$ cat src/rtl/freq_switch_ctrl_if.sv
// Rate-change request bus shared by the two requesters of freq_switch_ctrl.
// The master side drives the requests; the controller is the slave.
interface freq_switch_ctrl_if;
  logic [1:0] req_valid;
  logic [7:0] req_rate0;
  logic [7:0] req_rate1;
  logic [1:0] req_ready;
  logic       req_err;

  modport master (
    output req_valid, req_rate0, req_rate1,
    input  req_ready, req_err
  );

  modport slave (
    input  req_valid, req_rate0, req_rate1,
    output req_ready, req_err
  );
endinterface

$ cat src/rtl/freq_switch_ctrl.sv
// Glitch-free runtime controller for an integer clock divider with two arbitrated requesters.
// Optional macro FSC_RR_ARB_EN selects round-robin arbitration (fixed priority to requester 0 otherwise).
module freq_switch_ctrl #(
  parameter logic [7:0] DEFAULT_RATE = 8'd4
) (
  input  logic                      i_clk,
  input  logic                      i_rst,
  input  logic                      i_run,
  freq_switch_ctrl_if.slave         req,
  output logic                      o_clk_out,
  output logic                      o_tick,
  output logic [7:0]                o_cur_rate,
  output logic                      o_busy
);

  typedef enum logic {ST_STOP = 1'b0, ST_RUN = 1'b1} state_t;

  state_t     r_state, w_state_nxt;
  logic [7:0] r_cnt, w_cnt_nxt;
  logic [7:0] r_rate, w_rate_nxt;
  logic [7:0] r_pend, w_pend_nxt;
  logic       r_busy, w_busy_nxt;
  logic       r_clk_out, r_tick;
  logic [1:0] w_gnt;
  logic [7:0] w_acc_rate;
  logic       w_acc, w_acc_legal;
`ifdef FSC_RR_ARB_EN
  logic       r_prio1;
`endif

  // Arbiter: grants only while no legal change is pending, one grant per cycle.
  always_comb begin
    w_gnt = 2'b00;
    if (i_rst || r_busy) begin
      w_gnt = 2'b00;
    end else begin
      case (req.req_valid)
        2'b01:   w_gnt = 2'b01;
        2'b10:   w_gnt = 2'b10;
`ifdef FSC_RR_ARB_EN
        2'b11:   w_gnt = r_prio1 ? 2'b10 : 2'b01;
`else
        2'b11:   w_gnt = 2'b01;
`endif
        default: w_gnt = 2'b00;
      endcase
    end
  end

  assign w_acc_rate    = w_gnt[1] ? req.req_rate1 : req.req_rate0;
  assign w_acc         = |w_gnt;
  assign w_acc_legal   = w_acc && (w_acc_rate >= 8'd2);
  assign req.req_ready = w_gnt;
  assign req.req_err   = w_acc && !w_acc_legal;

  // Next-state logic for the STOP/RUN machine, counter, rate and pending change.
  always_comb begin
    w_state_nxt = r_state;
    w_cnt_nxt   = r_cnt;
    w_rate_nxt  = r_rate;
    w_pend_nxt  = r_pend;
    w_busy_nxt  = r_busy;
    case (r_state)
      ST_STOP: begin
        w_cnt_nxt = 8'd0;
        if (w_acc_legal) begin
          w_rate_nxt = w_acc_rate;
        end else begin
          w_rate_nxt = r_rate;
        end
        if (i_run) begin
          w_state_nxt = ST_RUN;
        end else begin
          w_state_nxt = ST_STOP;
        end
      end
      ST_RUN: begin
        // Grants only happen with busy low, so setting and clearing busy never collide.
        if (w_acc_legal) begin
          w_pend_nxt = w_acc_rate;
          w_busy_nxt = 1'b1;
        end else begin
          w_pend_nxt = r_pend;
        end
        if (r_cnt == (r_rate - 8'd1)) begin
          w_cnt_nxt = 8'd0;
          if (r_busy) begin
            w_rate_nxt = r_pend;
            w_busy_nxt = 1'b0;
          end else begin
            w_rate_nxt = r_rate;
          end
          if (i_run) begin
            w_state_nxt = ST_RUN;
          end else begin
            w_state_nxt = ST_STOP;
          end
        end else begin
          w_cnt_nxt = r_cnt + 8'd1;
        end
      end
      default: begin
        w_state_nxt = ST_STOP;
        w_cnt_nxt   = 8'd0;
      end
    endcase
  end

  // State, counter and registered outputs; outputs are derived from next-state values.
  always_ff @(posedge i_clk) begin
    if (i_rst) begin
      r_state   <= ST_STOP;
      r_cnt     <= 8'd0;
      r_rate    <= DEFAULT_RATE;
      r_pend    <= 8'd0;
      r_busy    <= 1'b0;
      r_clk_out <= 1'b0;
      r_tick    <= 1'b0;
    end else begin
      r_state   <= w_state_nxt;
      r_cnt     <= w_cnt_nxt;
      r_rate    <= w_rate_nxt;
      r_pend    <= w_pend_nxt;
      r_busy    <= w_busy_nxt;
      r_clk_out <= (w_state_nxt == ST_RUN) && (w_cnt_nxt < (w_rate_nxt >> 1));
      r_tick    <= (w_state_nxt == ST_RUN) && (w_cnt_nxt == 8'd0);
    end
  end

`ifdef FSC_RR_ARB_EN
  // Round-robin pointer: after any grant, favour the other requester.
  always_ff @(posedge i_clk) begin
    if (i_rst) begin
      r_prio1 <= 1'b0;
    end else if (w_acc) begin
      r_prio1 <= w_gnt[0];
    end else begin
      r_prio1 <= r_prio1;
    end
  end
`endif

  assign o_clk_out  = r_clk_out;
  assign o_tick     = r_tick;
  assign o_cur_rate = r_rate;
  assign o_busy     = r_busy;

endmodule

$ cat src/flat_wrapper.sv
// flat-port wrapper written by rule: the top's interface ports become plain ports
module freq_switch_ctrl_flat 
#(
  parameter logic [7:0] DEFAULT_RATE = 8'd4
)
  (i_clk, i_rst, i_run, o_clk_out, o_tick, o_cur_rate, o_busy, req_req_valid, req_req_rate0, req_req_rate1, req_req_ready, req_req_err);
  freq_switch_ctrl_if req_i ();
  input  logic i_clk;
  input  logic i_rst;
  input  logic i_run;
  output logic o_clk_out;
  output logic o_tick;
  output logic [7:0] o_cur_rate;
  output logic o_busy;
  input wire logic [$bits(req_i.req_valid)-1:0] req_req_valid;
  input wire logic [$bits(req_i.req_rate0)-1:0] req_req_rate0;
  input wire logic [$bits(req_i.req_rate1)-1:0] req_req_rate1;
  output wire logic [$bits(req_i.req_ready)-1:0] req_req_ready;
  output wire logic [$bits(req_i.req_err)-1:0] req_req_err;
  assign req_i.req_valid = req_req_valid;
  assign req_i.req_rate0 = req_req_rate0;
  assign req_i.req_rate1 = req_req_rate1;
  assign req_req_ready = req_i.req_ready;
  assign req_req_err = req_i.req_err;
  freq_switch_ctrl #(.DEFAULT_RATE(DEFAULT_RATE)) u_core (.i_clk(i_clk), .i_rst(i_rst), .i_run(i_run), .req(req_i), .o_clk_out(o_clk_out), .o_tick(o_tick), .o_cur_rate(o_cur_rate), .o_busy(o_busy));
endmodule
$ cat config.mk
export PLATFORM = sky130hd
export DESIGN_NAME = freq_switch_ctrl_flat
export DESIGN_NICKNAME = d
export VERILOG_FILES = /design/src/rtl/freq_switch_ctrl_if.sv /design/src/rtl/freq_switch_ctrl.sv /design/src/flat_wrapper.sv
export SDC_FILE = /design/constraint.sdc
export NUM_CORES = 1
export LEC_CHECK = 0
export CORE_ASPECT_RATIO = 2
export CORE_MARGIN = 2
export CORE_UTILIZATION = 52
export DETAILED_ROUTE_END_ITERATION = 7
export PLACE_DENSITY = 0.91
export SLEW_MARGIN = 20
export SYNTH_ARGS = -nofsm -noshare
export SYNTH_HDL_FRONTEND = slang
export SYNTH_SLANG_ARGS = --single-unit
export TNS_END_PERCENT = 10
$ cat constraint.sdc
create_clock -name i_clk -period 4.8 [get_ports i_clk]
set_clock_uncertainty 0.1 [all_clocks]
set_input_delay 1.44 -clock i_clk [delete_from_list [all_inputs] [get_ports i_clk]]
set_output_delay 1.44 -clock i_clk [all_outputs]
set_load 0.01 [all_outputs]
==> flow_summary_export.csv <==
group,metric,value,unit
pwr,ir_drop,0.283,mV
placed_design,dp_hpwl,3690,um
layout,final_area,0.00241,mm2
worst_hold_path,hold_path.class,"reg2reg",
synth,synth_seq_cells,28,
drt,viasPerCell,5.81,
layout,drive_gt1_frac,0.165,
global_routing,track_usage,0.251,
outcome,status,"complete, no violations",
placed_design,dp_cells,298,
cts,path_clk_slew,90,ps
pwr,power_frac_comb,0.292,
sta,fmax,0.213,GHz
setup_path,cp_top_family,"compound AO/OA/AOI/OAI gates",
synth,synthFlopType,"dfxtp_1",
cts,cts-root-buf,"clkbuf_8",
sta,setup_viol_count_final,0,
pwr,p_leak,0.904,nW
drt,first_pass_iters,4,
floorplan,boundaryPins,35,
pwr,intPower,0.409,mW
layout,area_delta_synth_final,30.5,%
setup_path,cp.buffers_inverters,4,
cts,cts_tree,"built",
synth,ys_warn_count,0,
layout,fin_nets,285,
sta,worst_slack,108,ps
drt,ant_nets,0,
layout,final_core_util,0.707,
synth,ys_seq_area_frac,0.303,
setup_path,slowest_delay,480,ps
pwr,p_sw,0.173,mW
setup_path,cp-start-kind,"input port",
synth,synthCells,210,
setup_path,cp_data_required_time,4890,ps
sta,min_period,4690,ps
pwr,power,0.582,mW
synth,ys_async_sr_fraction,0,
synth,yosys.area.top_type,"dfxtp_1",
floorplan,start_util,0.542,
global_routing,first_global_vias,1702,
drt,drt_wl_total,4780,um
sta,rsz0062_at_grt,"false",
placed_design,io_buffers,34,
cts,cts.sinks,28,
cts,hold_buffers,0,
drt,drc_errors,0,
sta,post-route-period-util,0.977,
sta,tns,0,ps
setup_path,path_depth,16,
synth,synth_fp_nets,239,
cts,cts_buffer_depth,2,
cts,cts_buffers,3,
drt,num_vias,1760,
layout,final_common_cell,"nor2_1",
floorplan,fp-row-count,30,
layout,num_antenna_cells,0,
pwr,swShare,0.298,
cts,htreeDepth,1,
pwr,seqPwrFrac,0.455,
pwr,clock_power_share,0.253,
sta,whs,409,ps
placed_design,gp_congestion,0.867,
setup_path,rr_worst_depth,14,
cts,clk_latency,280,ps
setup_path,critPathMaxFanout,7,
setup_path,crit_path_top_delay_cell,"clkdlybuf4s50_1",
setup_path,crit_chain,"clkdlybuf4s50_1 -> nor4b_4 -> buf_6 -> buf_4 -> nor4_2 -> o2111a_1 -> buf_4 -> a21oi_1 -> mux2i_1 -> mux2_2 -> ha_1 -> a21o_1 -> a21oi_1 -> o2111a_1 -> a21oi_1 -> o41ai_2",
synth,synth_area_per_cell,8.81,um2
sta,slew_violations,0,
synth,synthTopCellsByArea,"dfxtp_1 (30%), mux2i_1 (8.7%), nor2_1 (7.1%)",
floorplan,die_y,88.4,um
placed_design,place_area,0.00231,mm2
sta,max-slew-margin-rel,0.530,
setup_path,critical_path_arrival,4790,ps
drt,drt-initial-drc-count,32,
floorplan,core_area,0.00342,mm2
sta,finalHoldViolCount,0,
floorplan,die_area,0.00408,mm2
global_routing,antenna_found_initial,0,
synth,synth_edf_count,0,
setup_path,cp_common_cell,"a21oi_1",
setup_path,worstSetupPathType,"in2reg",
layout,fillers,247,
placed_design,pre_cts_ws,-387,ps
synth,ys_types,46,
global_routing,grt_max_degree,28,
global_routing,overflow,0,
synth,yosysTopAreaCellShare,0.303,
synth,netlist_area,0.00185,mm2
setup_path,end_kind,"flop",
layout,final_cell_mix,"nor2_1 (35), clkdlybuf4s50_1 (31), dfxtp_1 (28), buf_4 (16), mux2i_1 (13)",
global_routing,grt_pass1_wl,7490,um
layout,stdcell_count,303,
job,max_cap_viol_count,0,
pwr,power.density,241,mW/mm2
floorplan,die_width,46.2,um
worst_hold_path,worstHoldPathCells,2,
sta,worst_slew_pin_slew,694,ps
drt,routedWlPerCell,15.8,um
==> registers in the layout (all words and copies together), names as in the netlist <==
name               flops
u_core.o_cur_rate      8
u_core.r_cnt           8
u_core.r_pend          8
u_core.o_busy          1
u_core.o_clk_out       1
u_core.o_tick          1
u_core.r_state         1
==> repair_timing <==
action,4_1_cts,5_1_grt
endpoints found under the setup margin,1,1
resized for setup,8,5
hold endpoints to repair,0,0
setup buffers,1,0
gates cloned,0,0
pin swaps,0,1
==> logic make-up (layout without fill, tap and decap cells) <==
family          Yosys count  in the layout  synth area share
fa+ha+maj                 8              8            0.0541
buf+inv                  18             63            0.0500
xor+xnor                 15             15            0.0710
flops                    28             28             0.303
simple gates             81             81             0.233
mux                      24             24             0.137
compound gates           36             36             0.152
==> power groups by stage <==
stage | Combinational, mW | Sequential, mW | Clock, mW
after floorplan | 0.100 | 0.266 | 0
after global placement | 0.159 | 0.269 | 0
after detailed placement | 0.163 | 0.270 | 0
after CTS | 0.167 | 0.264 | 0.149
after global routing | 0.183 | 0.266 | 0.161
final | 0.170 | 0.265 | 0.147
==> worst min-delay path, delay by kind of cell (launching register included) <==
| family | cells | cell delay [ps] |
|---|---|---|
| flops | 1 | 340 |
| mux | 1 | 60 |
| simple gates | 1 | 80 |
==> synthesized netlist by cell type, types with 2 or more instances <==
| master | count |
|---|---|
| inv_1 | 8 |
| mux2i_1 | 16 |
| a211oi_1 | 8 |
| o2111a_1 | 2 |
| and3_1 | 2 |
| ha_1 | 8 |
| clkbuf_1 | 4 |
| or4_1 | 2 |
| nor4_1 | 2 |
| a21o_1 | 4 |
| nand3_1 | 7 |
| nand2_1 | 8 |
| nor4b_1 | 2 |
| buf_6 | 2 |
| dfxtp_1 | 28 |
| nor3_1 | 11 |
| mux2_2 | 7 |
| a21oi_1 | 11 |
| nand3b_1 | 3 |
| nor2_1 | 35 |
| xor2_1 | 5 |
| buf_4 | 2 |
| xnor2_1 | 10 |
==> path summary, 6_finish.rpt <==
path | start | end | slack [ps]
hold / removal | u_core.r_pend[6] | u_core.r_pend[6] | 410
setup reg to reg | u_core.o_cur_rate[1] | u_core.o_clk_out | 1120
setup / recovery | req_req_valid[1] | u_core.o_clk_out | 110
hold reg to reg | u_core.r_pend[6] | u_core.r_pend[6] | 410
==> layout make-up <==
class	count	area (um2)	share of cell area
Clock buffer	4	55.1	0.0228
Timing Repair Buffer	51	464	0.192
Tap cell	48	60.1	0.0249
Inverter	8	30.0	0.0124
Multi-Input combinational cell	164	1240	0.516
Sequential cell	28	561	0.232
==> routing by layer <==
layer  GRT usage  vias up  part of all wire
met4       0.112        0             0.026
met2       0.492       63              0.59
met5           0        -                 0
met1       0.243      835              0.35
li1            -      849                 -
met3      0.0204       13             0.034
Note: power is estimated with default switching activity, not from simulation.
